[config.mk]
export PLATFORM = sky130hd
export DESIGN_NAME = seq_bit_serializer
export DESIGN_NICKNAME = d
export VERILOG_FILES = /design/src/rtl/seq_ser_pkg.sv /design/src/rtl/seq_ser_shreg.sv /design/src/rtl/seq_bit_serializer.sv
export SDC_FILE = /design/constraint.sdc
export NUM_CORES = 1
export LEC_CHECK = 0
export BUFFER_PORTS_ARGS = -buffer_cell sky130_fd_sc_hd__buf_2
export CORE_UTILIZATION = 54
export DETAILED_ROUTE_END_ITERATION = 6
export HOLD_SLACK_MARGIN = 0.1
export PLACE_DENSITY = 0.74
export SYNTH_ARGS = -nofsm -noshare
export SYNTH_HDL_FRONTEND = slang
export SYNTH_SLANG_ARGS = --single-unit
[constraint.sdc]
create_clock -name clk -period 3.42 [get_ports clk]
set_clock_uncertainty 0.05 [all_clocks]
set_input_delay 0.171 -clock clk [delete_from_list [all_inputs] [get_ports clk]]
set_output_delay 0.171 -clock clk [all_outputs]
set_load 0.02 [all_outputs]
[src/rtl/seq_ser_pkg.sv]
// seq_ser_pkg: shared constants for the bit serializer.
// SEQ_SER_PARITY_EN adds a PARITY state that sends an even-parity bit after each repetition.
package seq_ser_pkg;

  localparam int DEF_MAX_LEN = 32;
  localparam int DEF_REP_W   = 8;

  // FSM encoding, kept as plain constants so older tools can consume it.
  localparam logic [1:0] ST_IDLE   = 2'd0;
  localparam logic [1:0] ST_SHIFT  = 2'd1;
`ifdef SEQ_SER_PARITY_EN
  localparam logic [1:0] ST_PARITY = 2'd2;
`endif

  // Width needed to hold a length value in the range 0..max_len.
  function automatic int len_w(input int max_len);
    return $clog2(max_len + 1);
  endfunction

endpackage

[src/rtl/seq_ser_shreg.sv]
// seq_ser_shreg: loadable left-shifting pattern register with a bit counter.
// The pattern is left-aligned at load so the bit to send is always the MSB;
// a saved copy allows the frame to restart for repetitions without reloading.
// Under SEQ_SER_PARITY_EN it also presents the even parity of the saved pattern.
module seq_ser_shreg
  import seq_ser_pkg::*;
#(
  parameter int MAX_LEN = DEF_MAX_LEN,
  parameter int LEN_W   = len_w(DEF_MAX_LEN)
) (
  input  logic               clk,
  input  logic               rst,
  input  logic               i_load,
  input  logic               i_reload,
  input  logic               i_shift,
  input  logic [MAX_LEN-1:0] i_data,
  input  logic [LEN_W-1:0]   i_len,
  output logic               o_bit,
  output logic               o_last
`ifdef SEQ_SER_PARITY_EN
  ,
  output logic               o_parity
`endif
);

  logic [MAX_LEN-1:0] r_shreg;
  logic [MAX_LEN-1:0] r_saved;
  logic [LEN_W-1:0]   r_len;
  logic [LEN_W-1:0]   r_cnt;
  logic [MAX_LEN-1:0] w_aligned;

  // Move bit i_len-1 to the MSB; bits above the pattern fall off, zeros fill below.
  assign w_aligned = i_data << (LEN_W'(MAX_LEN) - i_len);

  // Load a new pattern, restart the saved one, or advance one bit.
  always_ff @(posedge clk) begin
    if (rst) begin
      r_shreg <= '0;
      r_saved <= '0;
      r_len   <= '0;
      r_cnt   <= '0;
    end else if (i_load) begin
      r_shreg <= w_aligned;
      r_saved <= w_aligned;
      r_len   <= i_len;
      r_cnt   <= i_len - 1'b1;
    end else if (i_reload) begin
      r_shreg <= r_saved;
      r_cnt   <= r_len - 1'b1;
    end else if (i_shift) begin
      r_shreg <= r_shreg << 1;
      r_cnt   <= r_cnt - 1'b1;
    end
  end

  assign o_bit  = r_shreg[MAX_LEN-1];
  assign o_last = (r_cnt == '0);
`ifdef SEQ_SER_PARITY_EN
  // Zero fill means the reduction covers exactly the pattern bits.
  assign o_parity = ^r_saved;
`endif

endmodule

[src/rtl/seq_bit_serializer.sv]
// seq_bit_serializer: sends a parallel pattern MSB-first on x, one bit per clock,
// load_rep+1 times, with gapless back-to-back frames.
// Handshake: a pattern transfers on a rising edge where load_valid && load_ready
// && !abort; load_ready is high in IDLE and on the x_last cycle, so the next
// frame's first bit follows the previous frame's last bit with no gap.
// SEQ_SER_PARITY_EN: appends an even-parity bit after every repetition.
module seq_bit_serializer
  import seq_ser_pkg::*;
#(
  parameter int MAX_LEN = DEF_MAX_LEN,
  parameter int LEN_W   = len_w(MAX_LEN),
  parameter int REP_W   = DEF_REP_W
) (
  input  logic               clk,
  input  logic               rst,
  input  logic               load_valid,
  output logic               load_ready,
  input  logic [MAX_LEN-1:0] load_data,
  input  logic [LEN_W-1:0]   load_len,
  input  logic [REP_W-1:0]   load_rep,
  input  logic               abort,
  output logic               x,
  output logic               x_valid,
  output logic               x_last,
  output logic               busy,
  output logic [1:0]         dbg_state
);

  logic [1:0]       r_state;
  logic [REP_W-1:0] r_rep;
  logic [1:0]       w_next;
  logic [LEN_W-1:0] w_len;
  logic             w_xfer;
  logic             w_start;
  logic             w_reload;
  logic             w_shift;
  logic             w_rep_dec;
  logic             w_bit;
  logic             w_last_bit;
`ifdef SEQ_SER_PARITY_EN
  logic             w_parity;
`endif

  // Lengths above MAX_LEN are clamped; zero length is accepted but sends nothing.
  assign w_len   = (load_len > LEN_W'(MAX_LEN)) ? LEN_W'(MAX_LEN) : load_len;
  assign w_xfer  = load_valid && load_ready && !abort;
  assign w_start = w_xfer && (w_len != '0);

  seq_ser_shreg #(
    .MAX_LEN (MAX_LEN),
    .LEN_W   (LEN_W)
  ) u_shreg (
    .clk      (clk),
    .rst      (rst),
    .i_load   (w_start),
    .i_reload (w_reload),
    .i_shift  (w_shift),
    .i_data   (load_data),
    .i_len    (w_len),
    .o_bit    (w_bit),
    .o_last   (w_last_bit)
`ifdef SEQ_SER_PARITY_EN
    ,
    .o_parity (w_parity)
`endif
  );

  // Next-state and shift-register control decode.
  always_comb begin
    w_next    = r_state;
    w_reload  = 1'b0;
    w_shift   = 1'b0;
    w_rep_dec = 1'b0;
    case (r_state)
      ST_SHIFT: begin
        if (abort) begin
          w_next = ST_IDLE;
        end else if (!w_last_bit) begin
          w_shift = 1'b1;
`ifdef SEQ_SER_PARITY_EN
        end else begin
          w_next = ST_PARITY;
        end
      end
      ST_PARITY: begin
        if (abort) begin
          w_next = ST_IDLE;
`endif
        end else if (r_rep != '0) begin
          w_reload  = 1'b1;
          w_rep_dec = 1'b1;
          w_next    = ST_SHIFT;
        end else begin
          w_next = w_start ? ST_SHIFT : ST_IDLE;
        end
      end
      default: begin
        w_next = w_start ? ST_SHIFT : ST_IDLE;
      end
    endcase
  end

  // State register and repeat counter; the counter stops at zero.
  always_ff @(posedge clk) begin
    if (rst) begin
      r_state <= ST_IDLE;
      r_rep   <= '0;
    end else begin
      r_state <= w_next;
      if (w_start) begin
        r_rep <= load_rep;
      end else if (w_rep_dec) begin
        r_rep <= r_rep - 1'b1;
      end
    end
  end

`ifdef SEQ_SER_PARITY_EN
  assign x_last = (r_state == ST_PARITY) && (r_rep == '0);
  assign x      = (r_state == ST_SHIFT)  ? w_bit :
                  (r_state == ST_PARITY) ? w_parity : 1'b0;
`else
  assign x_last = (r_state == ST_SHIFT) && w_last_bit && (r_rep == '0);
  assign x      = (r_state == ST_SHIFT) ? w_bit : 1'b0;
`endif
  assign x_valid    = (r_state != ST_IDLE);
  assign busy       = (r_state != ST_IDLE);
  assign load_ready = (r_state == ST_IDLE) || x_last;
  assign dbg_state  = r_state;

endmodule

# After elaboration in Yosys (flattened, before gate mapping)
# Index checks and enable logic that the tools add are counted.
# W data, S select, Z words.
totals:
  ff_bits: 86
  in_bits: 50
  output_inout_bits: 7
  word_cells: 52
op_classes:
  add_sub_neg: 5
  magnitude_cmp: 1
  n_eq_ne: 2
  shift: 1
  n_mux: 22
  n_reduce_logical: 15
ops:
  columns: ["cell", "count"]
  rows:
  - ["$mux W32", 3]
  - ["$shl A32 B6 Y32", 1]
  - ["$mux W6", 4]
  - ["$sub A6 B1 Y6 const B", 3]
  - ["$mux W8", 2]
  - ["$mux W1", 10]
  - ["$logic_not A8 Y1", 1]
  - ["$reduce_bool A8 Y1", 1]
  - ["$sub A8 B1 Y8 const B", 1]
  - ["$gt A6 B6 Y1 const B", 1]
  - ["$logic_not A6 Y1", 1]
  - ["$mux W2", 3]
  - ["$reduce_bool A6 Y1", 1]
  - ["$sub A6 B6 Y6 const A", 1]
  - ["$logic_and A1 B1 Y1", 5]
  - ["$reduce_bool A2 Y1", 2]
  - ["$ne A3 B3 Y1 const B", 1]
  - ["$reduce_bool A3 Y1", 1]
  - ["$eq A2 B1 Y1 const B", 1]
  - ["$logic_not A2 Y1", 1]
  - ["$logic_not A1 Y1", 1]
  - ["$logic_or A1 B1 Y1", 1]

# Longest topological paths before layout
# Gate-level depths: netlist of the first run.
logic_depth:
  ltp_word: 12
  depth_mapped: 18
  depth_no_buf: 14

# Cells and area by module
# Synthesis of the first run repeated with hierarchy kept, for this count alone.
unflattened:
  hier_cells: 764
  area_unflattened_um2: 6363.6
by_module_without_submodules:
  columns: ["module", "instances", "cells_per_inst", "area_each_um2", "seq_area_each_um2"]
  rows:
  - ["seq_ser_shreg", 1, 665, 5601.6, 1521.5]
  - ["seq_bit_serializer", 1, 99, 762.0, 180.2]

# Worst setup path before layout of the first run
# No wires, ideal clock.
synth_timing:
  path_kind: "input-to-reg"
  startpoint: "input load_len[5]"
  endpoint: "register u_shreg.r_cnt[4]"
  setup_time_ns: 0.086
  arrival_time_ns: 3.193
  t_required_ns: 3.284
  path_slack_ns: 0.091
  stages: 18
  path_buffers: 5
  cell_sequence: "buf_2 nor2b_1 buf_2 inv_1 clkbuf_1 ha_1 nand2b_1 o41a_1 nand2_2 buf_6 clkbuf_1 nor2_1 nor2_1 ha_1 o21ai_0 o32ai_2 xnor2_1 a211oi_1"
synth_via:
  elab_chain_cells: 5
  elab_cells_between_ends: 7
  cone_classes: "add/sub: 1; order compare: 1; mux: 2; reduce/logical: 3"
synth_lines:
  columns: ["element", "line", "source"]
  rows:
  - ["from (decl)", "seq_bit_serializer.sv:19", "input logic [LEN_W-1:0] load_len,"]
  - ["$gt A6 B6 Y1", "seq_bit_serializer.sv:45", "assign w_len = (load_len > LEN_W'(MAX_LEN)) ? LEN_W'(MAX_LEN) : load_len;"]
  - ["$mux W6 (*)", "seq_bit_serializer.sv:45", null]
  - ["branches (longest 3 deep; another with $sub A6 B1 Y6)", null, null]
  - ["to (signal assigned)", "seq_ser_shreg.sv:46", "r_cnt <= i_len - 1'b1;"]
  - ["to (signal assigned)", "seq_ser_shreg.sv:49", "r_cnt <= r_len - 1'b1;"]
  - ["to (signal assigned)", "seq_ser_shreg.sv:52", "r_cnt <= r_cnt - 1'b1;"]
  - ["to (decl)", "seq_ser_shreg.sv:29", "logic [LEN_W-1:0] r_cnt;"]
# Mark *: on every way between the ends.
# A chain may end at the register's enable or synchronous reset.

# Worst setup path in the final report of the first run
layout_timing:
  startpoint: "input load_len[0]"
  endpoint: "register u_shreg.r_saved[26]"
layout_via:
  elab_chain_cells: 4
  elab_cells_between_ends: 6
  cone_classes: "add/sub: 1; order compare: 1; shift: 1; mux: 1; reduce/logical: 2"
layout_lines:
  columns: ["element", "line", "source"]
  rows:
  - ["$gt A6 B6 Y1", "seq_bit_serializer.sv:45", null]
  - ["$mux W6 (*)", "seq_bit_serializer.sv:45", null]
  - ["$sub A6 B6 Y6 / $reduce_bool A6 Y1 (equally long branches)", "seq_ser_shreg.sv:33, seq_bit_serializer.sv:47", null]
  - ["$shl A32 B6 Y32 / $logic_and A1 B1 Y1 (equally long branches)", "seq_ser_shreg.sv:33, seq_bit_serializer.sv:47", null]
  - ["to (signal assigned)", "seq_ser_shreg.sv:44", "r_saved <= w_aligned;"]
  - ["to (decl)", "seq_ser_shreg.sv:27", "logic [MAX_LEN-1:0] r_saved;"]
# Mark *: on every way between the ends. The rest lies on a longest branch, timed or not.

==> run_results.csv, run 1 <==
group,metric,value,unit
status,status,"completed",
grt,antenna_found_initial,0,
detailed_routing,first_pass_iters,6,
floorplan,die_h,105,µm
cells_and_area,final_cell_mix,"nand2_1, dfxtp_1, nor2_1",
yosys,synthSimpleGateAreaFrac,0.220,
power,swShare,0.347,
sta,grt_setup_unrepaired,"no",
setup_path,crit_path_cell_trace,"buf_2, nor2b_4, inv_1, ha_1, xnor2_2, buf_4, buf_4, mux2i_1, mux2i_1, o21ai_0, a211oi_1, nor2_1",
grt,met3_usage,0.0786,
grt,grt_pass1_vias,5495,
cells_and_area,final_common_cell,"nand2_1",
power,p_switching,0.000947,W
detailed_routing,drt-total-wl,16700,µm
clock_network,cts_tree,"yes",
clock_network,cts_buffer_depth,2,
detailed_routing,drcViolationCount,0,
clock_network,postCtsSetupBuffers,0,
grt,busiest_layer,"met2",
power,seqPwrFrac,0.411,
cells_and_area,layout-drive-gt1-share,0.170,
sta,period_share,0.873,
cells_and_area,multi_input_area,3720,µm²
sta,slew_headroom,0.481,
power,p_leak,2.44,nW
yosys,ys.flop_type,"dfxtp_1",
grt,grtUsageTotal,0.312,
sta,final-hold-violation-count,0,
hold_path,min_path_cells,2,
placed_design,pre_cts_slack,229,ps
setup_path,setup.worst_path.start,"load_len[0]",
yosys,synth_fa_ha_area_frac,0.00657,
yosys,synth_area,5720,µm²
grt,grt_use_met1,0.391,
cells_and_area,syn2layout_area_growth,12.2,%
power,clkPwrFrac,0.261,
clock_network,holdBufCountCts,8,
setup_path,r2r_end,"u_shreg.r_shreg[31]",
yosys,ys_types,70,
sta,fmax,335,MHz
job,maxCapViolCount,0,
grt,overflow,0,
sta,setup_viol,0,
yosys,syn_nets,791,
detailed_routing,drtAntennaViolNets,0,
sta,setup_slack,435,ps
setup_path,critPathArrivalTime,3160,ps
sta,fin_tns_setup,0,ps
cells_and_area,n_fill_cell,934,
setup_path,regToRegSetupSlack,480,ps
sta,fin_crit,2980,ps
clock_network,numCtsBuffers,9,
floorplan,core,10300,µm²
detailed_routing,vias_per_cell,6.27,
floorplan,num_io_pins,57,
floorplan,die_area,11000,µm²
clock_network,insertion_delay,360,ps
clock_network,post_cts_resized,0,
hold_path,hp-start,"rst",
yosys,synth_compound_area_frac,0.246,
cells_and_area,fin_area,6410,µm²
clock_network,cts-root-buf,"clkbuf_8",
setup_path,reg2reg_depth,8,
detailed_routing,wl_per_cell,18.1,µm
grt,grt_max_degree,82,
detailed_routing,vias,5783,
yosys,synth_edf_count,0,
sta,drv_slew,0,
clock_network,path_clk_slew,80,ps
yosys,yosysSeqAreaShare,0.298,
sta,tightest_slew,779,ps
setup_path,cp_max_fo,12,
grt,grtUsageMet2,0.513,
setup_path,crit_path_end_kind,"register",
setup_path,required,3590,ps
floorplan,start_util,0.556,
power,p_int,0.00178,W
setup_path,startpoint_type,"input port",
yosys,syn_avg_cell_area,7.74,µm²
power,ir_worst_vdd,353,µV
power,power.density,425,nW/µm²
cells_and_area,nets,834,
placed_design,io_buffers,55,
yosys,synth_top_family_by_area,"compound AO/OA/AOI/OAI gates",
yosys,netlist_instances,738,
floorplan,rows,37,
placed_design,dp_hpwl,12100,µm
clock_network,h-tree-depth,3,
power,p_total,0.00273,W
setup_path,criticalPathCategory,"in -> reg",
placed_design,gp_congestion,0.979,
cells_and_area,antenna_cells,0,
placed_design,place_area,6140,µm²
grt,grt_pass1_wl,27300,µm
yosys,synthArstFlopShare,0,
floorplan,die_w,105,µm
hold_path,hold_end,"dbg_state[0]",
cells_and_area,register_area,1700,µm²
clock_network,cts_sinks,85,
yosys,synthMuxAreaShare,0.155,
yosys,synth_warnings,0,
setup_path,critical_path.max_stage_delay,590,ps
setup_path,critPathTopFamily,"buffers and inverters",
setup_path,path_buf_inv,4,
detailed_routing,drtIter0Drc,574,
hold_path,hold_path.class,"in -> reg",
setup_path,crit-reg2reg-launch,"u_shreg.r_cnt[0]",
yosys,synth-seq-cells,85,
yosys,synth-xor-area-share,0.0182,
setup_path,cpMaxStageDelayCell,"xnor2_2",
power,comb_power_share,0.328,
area by class of cell:
type,instances,share of cell area
multi-input cells,583,0.580
flip-flops and latches,85,0.265
repair buffers,93,0.0925
well taps,136,0.0265
clock buffers,13,0.0232
clock inverters,3,0.00702
inverters,9,0.00546
flip-flops by register name, indices dropped and copies added, names as in the netlist:
| register | flops |
|---|---|
| u_shreg.r_saved | 32 |
| u_shreg.r_shreg | 32 |
| r_rep | 8 |
| u_shreg.r_cnt | 6 |
| u_shreg.r_len | 6 |
| dbg_state | 1 |
cells in the mapped netlist, drive strengths merged (2+ instances only):
master | count | share of area
mux4 | 5 | 0.020
o31ai | 2 | 0.0026
o21ai | 15 | 0.013
xnor2 | 8 | 0.014
o32ai | 2 | 0.0077
nand2 | 124 | 0.082
and3 | 2 | 0.0022
ha | 3 | 0.0066
nand3 | 15 | 0.013
buf | 26 | 0.028
inv | 8 | 0.0053
a21oi | 75 | 0.066
a222oi | 2 | 0.0035
mux2i | 68 | 0.12
nand2b | 4 | 0.0044
mux2 | 8 | 0.016
nor2b | 9 | 0.0099
xor2 | 3 | 0.0046
clkbuf | 35 | 0.023
a31oi | 6 | 0.0066
or2 | 3 | 0.0033
o311ai | 2 | 0.0031
nor2 | 84 | 0.055
nor3b | 3 | 0.0039
and2 | 4 | 0.0044
o211ai | 12 | 0.016
o41ai | 2 | 0.0044
or3 | 8 | 0.0096
a22oi | 11 | 0.014
o22ai | 7 | 0.0077
nor3 | 20 | 0.020
a211oi | 26 | 0.035
dfxtp | 85 | 0.30
o21a | 4 | 0.0053
a311oi | 5 | 0.0077
a221oi | 2 | 0.0031
a2111oi | 3 | 0.0057
a2bb2oi | 2 | 0.0031
o221ai | 16 | 0.025
nor4 | 3 | 0.0033
kinds of logic (layout without fill, tap and decap cells):
logic type      after synthesis  in the layout
mux                          81             81
compound gates              203            203
other cells                   1              1
buf+inv                      70            118
xor+xnor                     11             11
flops                        85             85
simple gates                284            284
fa+ha+maj                     3              3
layer usage:
layer / up-vias / share of wire / wire, µm
li1: 2761 / - / -
met5: - / 0 / 0
met1: 2738 / 0.42 / 7040
met3: 33 / 0.074 / 1240
met2: 251 / 0.48 / 7990
met4: 0 / 0.027 / 448
power groups by stage:
stage	Combinational, W	Clock [W]	Sequential (W)
after detailed placement	0.000867	0	0.00114
after floorplan	0.000642	0	0.00113
after global routing	0.000974	0.000773	0.00113
after global placement	0.000847	0	0.00114
after CTS	0.000878	0.000727	0.00112
final	0.000896	0.000711	0.00112
worst max-delay path by stage:
stage,end,slack (ps),cells after the start
after floorplan,u_shreg.r_cnt[4],90,18
after global placement,u_shreg.r_saved[26],270,12
after detailed placement,u_shreg.r_saved[26],230,12
after CTS,u_shreg.r_cnt[4],490,11
after global routing,u_shreg.r_cnt[4],270,12
final,u_shreg.r_saved[26],440,12
worst register-to-register path: stages (launching register included):
cell and delay, ps:
dfxtp_1 330, or3_4 410, or2_1 330, o31a_4 360
clkinv_2 120, nand4_1 360, o22ai_1 460, a21oi_1 160
a211oi_1 270
per-stage QoR:
step | utilization | hold slack, ps | instances
after global routing | 0.624 | 124 | 922
after CTS | 0.624 | 108 | 922
after global placement | 0.597 | 365 | 898
after floorplan | - | 257 | 738
after detailed placement | 0.597 | 373 | 898
final | 0.624 | 126 | 922
(Power assumes the default switching activity.)
==> run 2, diff against run 1 <==
--- a/config.mk
+++ b/config.mk
@@ -5,11 +5,13 @@
 export SDC_FILE = /design/constraint.sdc
 export NUM_CORES = 1
 export LEC_CHECK = 0
+export ABC_AREA = 1
 export BUFFER_PORTS_ARGS = -buffer_cell sky130_fd_sc_hd__buf_2
 export CORE_UTILIZATION = 54
 export DETAILED_ROUTE_END_ITERATION = 6
 export HOLD_SLACK_MARGIN = 0.1
 export PLACE_DENSITY = 0.74
+export SKIP_CTS_REPAIR_TIMING = 1
 export SYNTH_ARGS = -nofsm -noshare
 export SYNTH_HDL_FRONTEND = slang
 export SYNTH_SLANG_ARGS = --single-unit
==> run 2 against run 1 <==
Setup slack better by 220 ps. Combinational power is 8.7% lower. Final area is 6.0% lower. Critical path type is now reg -> reg. Critical endpoint is now u_shreg.r_cnt[4]. Hold slack worse by 42 ps.
==> run_results.csv, run 2 <==
group,metric,value,unit
status,status,"completed",
yosys,synth_area,5520,µm²
power,swShare,0.337,
clock_network,insertion_delay,370,ps
detailed_routing,wl_per_cell,13.9,µm
placed_design,io_buffers,55,
floorplan,die_h,103,µm
sta,period_share,0.807,
grt,grt_pass1_vias,5052,
power,comb_power_share,0.289,
sta,drv_slew,0,
cells_and_area,syn2layout_area_growth,9.30,%
detailed_routing,drcViolationCount,0,
setup_path,critPathArrivalTime,3010,ps
yosys,ys_types,47,
detailed_routing,vias_per_cell,5.50,
grt,overflow,0,
grt,met3_usage,0.0475,
yosys,ys.flop_type,"dfxtp_1",
setup_path,criticalPathCategory,"reg -> reg",
setup_path,crit_path_end_kind,"register",
detailed_routing,drt-total-wl,14300,µm
setup_path,required,3670,ps
power,seqPwrFrac,0.395,
yosys,netlist_instances,868,
sta,fin_tns_setup,0,ps
yosys,synthTopCellsByCount,"nand2_1, o21ai_0, dfxtp_1, a21oi_1, inv_1",
clock_network,cts_tree,"yes",
floorplan,die_area,10600,µm²
yosys,synth_edf_count,0,
placed_design,dp_hpwl,10200,µm
grt,antenna_found_initial,0,
sta,holdWs,83.9,ps
cells_and_area,final_cell_mix,"nand2_1, o21ai_0, dfxtp_1",
placed_design,gp_congestion,0.938,
grt,busiest_layer,"met2",
cells_and_area,layout-drive-gt1-share,0.148,
grt,grtUsageMet2,0.495,
sta,fmax,362,MHz
yosys,synth-seq-cells,85,
cells_and_area,final_common_cell,"nand2_1",
detailed_routing,drtAntennaViolNets,0,
setup_path,startpoint_type,"register",
yosys,yosysSeqAreaShare,0.308,
clock_network,cts_sinks,85,
yosys,yosys.area.top_type,"dfxtp_1",
yosys,syn_avg_cell_area,6.36,µm²
yosys,yosysMostFrequentCell,"nand2_1",
job,maxCapViolCount,0,
sta,grt_setup_unrepaired,"no",
yosys,synth_top_cell_area_share,0.308,
floorplan,core,9820,µm²
cells_and_area,finish.utilization,0.614,
cells_and_area,largest_registers,"u_shreg.r_saved: 32 flops, u_shreg.r_shreg: 32 flops, r_rep: 8 flops",
grt,grt_use_met1,0.354,
yosys,synth_top_cells_by_area,"dfxtp_1, nand2_1, o21ai_0",
grt,grtUsageTotal,0.285,
power,ir_worst_vdd,350,µV
detailed_routing,vias,5669,
clock_network,cts-root-buf,"clkbuf_8",
power,clkPwrFrac,0.316,
yosys,synthArstFlopShare,0,
sta,slew_headroom,0.234,
cells_and_area,antenna_cells,0,
floorplan,start_util,0.562,
floorplan,num_io_pins,57,
yosys,synth_warnings,0,
grt,grt_pass1_wl,23500,µm
sta,fin_crit,2760,ps
sta,tightest_slew,1150,ps
power,p_int,0.00188,W
yosys,syn_nets,921,
floorplan,rows,36,
power,power.density,470,nW/µm²
sta,final-hold-violation-count,0,
sta,setup_viol,0,
clock_network,numCtsBuffers,9,
detailed_routing,first_pass_iters,5,
hold_path,hold_path.class,"in -> reg",
setup_path,cp_max_fo,38,
clock_network,path_clk_slew,80,ps
clock_network,h-tree-depth,3,
clock_network,cts_buffer_depth,2,
power,p_leak,2.69,nW
power,p_switching,0.000953,W
floorplan,die_w,103,µm
grt,grt_max_degree,61,
cells_and_area,nets,945,
detailed_routing,drtIter0Drc,370,
==> run 2: power by group through the flow <==
stage	Combinational, W	Clock [W]	Sequential (W)
3_3_place_gp	0.000788	0	0.00114
6_report	0.000818	0.000896	0.00112
4_1_cts	0.000806	0.000903	0.00112
5_1_grt	0.000925	0.000946	0.00113
3_5_place_dp	0.000801	0	0.00114
2_1_floorplan	0.000639	0	0.00113
==> run 2: layout make-up <==
class | count | area [µm²]
Timing Repair Buffer | 71 | 413
Sequential cell | 85 | 1700
Clock buffer | 11 | 151
Fill cell | 990 | 3790
Multi-Input combinational cell | 653 | 3220
Inverter | 72 | 270
Clock inverter | 5 | 106
Tap cell | 133 | 166
==> run 2: critical path, stage by stage (launching register included) <==
cell     delay [ps]
dfxtp_1         350
inv_1            70
ha_1            230
nand2_1          70
nor2_1           50
nand2_2         120
nand2_1         200
inv_2           550
nand2_1         100
nand2_1          80
nand2_1          50
nand2_1         100
inv_2            70
ha_1            170
inv_1            80
nor2_1           60
inv_1            70
o21ai_0          70
a21oi_1         140
==> run 2: cells by family (layout without fill, tap and decap cells) <==
logic type               count (synthesis)  count (layout)  share of synthesized area
AND/OR/NAND/NOR                        380             380                      0.292
AO/OA/AOI/OAI                          256             256                      0.257
buffers and inverters                  130             159                      0.108
flip-flops                              85              85                      0.308
XOR/XNOR                                 9               9                     0.0204
multiplexers                             4               4                    0.00726
adder cells (fa/ha/maj)                  3               3                    0.00680
other                                    1               1                   0.000680
==> run 2: final timing paths <==
| check | cells after the start | to | startpoint | slack (ps) |
|---|---|---|---|---|
| worst max-delay path | 18 | u_shreg.r_cnt[4] | r_rep[0] | 660 |
| worst min-delay path | 3 | r_rep[0] | load_rep[0] | 80 |
| worst max register to register | 18 | u_shreg.r_cnt[4] | r_rep[0] | 660 |
| worst min register to register | 2 | u_shreg.r_len[4] | u_shreg.r_len[4] | 420 |
==> run 2: per-layer routing <==
| metal | part of all wire | vias up |
|---|---|---|
| met3 | 0.044 | 27 |
| met1 | 0.45 | 2581 |
| li1 | - | 2900 |
| met5 | 0 | - |
| met4 | 0.024 | 0 |
| met2 | 0.49 | 161 |
==> run 2: stage by stage <==
stage | instance area, µm² | power, W | setup slack [ps] | std cells
final | 6030 | 0.00283 | 660 | 1030
after CTS | 5960 | 0.00283 | 660 | 1023
after detailed placement | 5700 | 0.00194 | 688 | 1007
after global placement | 5700 | 0.00192 | 733 | 1007
after global routing | 6030 | 0.00300 | 346 | 1030
after floorplan | 5520 | 0.00177 | 981 | 868
==> run 3, diff against run 2 <==
==> constraint.sdc (replaced) <==
create_clock -name clk -period 2.36 [get_ports clk]
set_clock_uncertainty 0.05 [all_clocks]
set_input_delay 0.118 -clock clk [delete_from_list [all_inputs] [get_ports clk]]
set_output_delay 0.118 -clock clk [all_outputs]
set_load 0.02 [all_outputs]
==> run 3 against run 2 <==
Routed wire length up 7.6%. Final area up 7.6%. First-iteration DRC count down 21%. Sequential power up 46%. Power up 39%. Flip-flop and latch count unchanged. Register-to-register slack worse by 590 ps. Sequential share of layout area down 2.0 points. Critical endpoint is now u_shreg.r_cnt[5].
==> run_results.csv, run 3 (same netlist as run 2, synthesis figures left out) <==
group,metric,value,unit
setup_path,crit_path_cell_trace,"inv_2, ha_4, nand2_2, nor2_4, nand2_4, o21bai_4, buf_4, nand3_2, nand2_1, nand2_1, nor2_4, nand3_2, nand2_1, nand3_1, nand2_1, inv_1",
setup_path,regToRegSetupSlack,70,ps
detailed_routing,wl_per_cell,14.4,µm
cells_and_area,fin_cells,1068,
power,ir_worst_vdd,430,µV
sta,period_share,0.972,
grt,overflow,0,
clock_network,insertion_delay,370,ps
sta,drv_slew,0,
clock_network,cts-root-buf,"clkbuf_8",
cells_and_area,nets,983,
grt,antenna_found_initial,0,
hold_path,hold_path.class,"in -> reg",
power,power.density,607,nW/µm²
setup_path,r2r_end,"u_shreg.r_cnt[5]",
cells_and_area,antenna_cells,0,
setup_path,crit_cells,16,
detailed_routing,drcViolationCount,0,
grt,grt_pass1_wl,24300,µm
floorplan,core,9820,µm²
placed_design,gp_congestion,0.970,
sta,tightest_slew,549,ps
setup_path,setup.worst_path.start,"r_rep[0]",
setup_path,crit-reg2reg-launch,"r_rep[0]",
floorplan,die_h,103,µm
setup_path,required,2590,ps
setup_path,cp_common_cell,"nand2_1",
placed_design,io_buffers,55,
cells_and_area,finish.utilization,0.661,
setup_path,critical_path.max_stage_delay,340,ps
floorplan,rows,36,
setup_path,criticalPathCategory,"reg -> reg",
grt,grt_pass1_vias,5262,
setup_path,critPathCapture,"u_shreg.r_cnt[5]",
sta,setup_viol,0,
clock_network,numCtsBuffers,9,
detailed_routing,vias_per_cell,5.54,
power,clkPwrFrac,0.232,
detailed_routing,drtIter0Drc,291,
floorplan,die_area,10600,µm²
status,status,"completed",
clock_network,cts_tree,"yes",
sta,fin_crit,2290,ps
placed_design,dp_hpwl,10900,µm
floorplan,start_util,0.562,
setup_path,cpMaxStageDelayCell,"dfxtp_2",
sta,final-hold-violation-count,0,
cells_and_area,final_common_cell,"nand2_1",
grt,grtUsageTotal,0.292,
sta,slew_headroom,0.633,
floorplan,die_w,103,µm
setup_path,path_buf_inv,3,
floorplan,num_io_pins,57,
clock_network,cts_buffer_depth,2,
detailed_routing,drt-total-wl,15400,µm
cells_and_area,final_cell_mix,"nand2_1, o21ai_0, dfxtp_1",
placed_design,place_inst,1028,
cells_and_area,layout-drive-gt1-share,0.209,
cells_and_area,largest_registers,"u_shreg.r_saved: 32 flops, u_shreg.r_shreg: 32 flops, r_rep: 8 flops",
setup_path,cp_max_fo,7,
setup_path,critPathArrivalTime,2520,ps
clock_network,h-tree-depth,3,
setup_path,crit_path_end_kind,"register",
setup_path,reg2reg_depth,16,
clock_network,cts_sinks,85,
job,maxCapViolCount,0,
clock_network,path_clk_slew,80,ps
detailed_routing,drtAntennaViolNets,0,
power,comb_power_share,0.355,
cells_and_area,syn2layout_area_growth,17.6,%
power,swShare,0.371,
sta,fmax,436,MHz
power,seqPwrFrac,0.413,
power,p_switching,0.00146,W
detailed_routing,vias,5912,
setup_path,critPathTopFamily,"simple AND/OR/NAND/NOR gates",
power,p_int,0.00248,W
power,p_leak,2.90,nW
grt,grt_max_degree,61,
setup_path,startpoint_type,"register",
detailed_routing,first_pass_iters,5,
run 3: cell types whose count changed in the layout (fill, tap and decap cells not counted), sizes merged:
cell	before	now
clkinv	1	5
buf	64	98
clkbuf	11	12
nand3	36	37
dlygate4sd3	7	8
bufinv	3	0
run 3: cell type report:
class / count / area (µm²)
multi-input cells: 654 / 3350
fillers: 922 / 3330
flip-flops and latches: 85 / 1700
repair buffers: 108 / 818
inverters: 72 / 283
well taps: 133 / 166
clock buffers: 10 / 128
clock inverters: 6 / 40.0
run 3: through the flow:
step,cell area [µm²],TNS (ps),setup slack (ps),total power [W],hold WS [ps]
2_1_floorplan,5520,0,23.1,0.00256,237
3_3_place_gp,5940,-2.40,-2.40,0.00287,346
3_5_place_dp,5940,-428,-96.8,0.00290,350
4_1_cts,6100,-711,-116,0.00380,-35.9
5_1_grt,6490,-146,-40.7,0.00417,144
6_report,6490,0,65.8,0.00394,133
run 3: layer usage:
metal	part of all wire	global-route usage	wire, µm	vias to the layer above
met4	0.030	0.129	461	0
met2	0.48	0.502	7410	182
met1	0.44	0.359	6780	2700
li1	-	-	-	2986
met5	0	0	0	-
met3	0.050	0.0475	769	44
run 3: worst min path at each step:
| stage | depth (start not counted) | endpoint | from | slack (ps) |
|---|---|---|---|---|
| finish | 3 | u_shreg.r_len[5] | load_len[5] | 130 |
| global route | 3 | u_shreg.r_len[5] | load_len[5] | 140 |
| CTS | 3 | r_rep[7] | load_rep[7] | -40 |
| detailed placement | 3 | r_rep[3] | load_rep[3] | 350 |
| global placement | 3 | r_rep[4] | load_rep[4] | 350 |
| floorplan | 2 | r_rep[1] | load_rep[1] | 240 |
run 3: power groups by stage:
| stage | clock network (W) | logic, W | registers [W] |
|---|---|---|---|
| finish | 0.000915 | 0.00140 | 0.00163 |
| global route | 0.000981 | 0.00155 | 0.00164 |
| CTS | 0.000926 | 0.00125 | 0.00162 |
| detailed placement | 0 | 0.00125 | 0.00165 |
| global placement | 0 | 0.00122 | 0.00165 |
| floorplan | 0 | 0.000927 | 0.00163 |
run 3: worst reg2reg max path: stages (launching register included):
cell and delay, ps:
dfxtp_2 340, inv_2 80, ha_4 140, nand2_2 70, nor2_4 130, nand2_4 80
o21bai_4 200, buf_4 150, nand3_2 150, nand2_1 130, nand2_1 190, nor2_4 190
nand3_2 80, nand2_1 60, nand3_1 70, nand2_1 70, inv_1 30
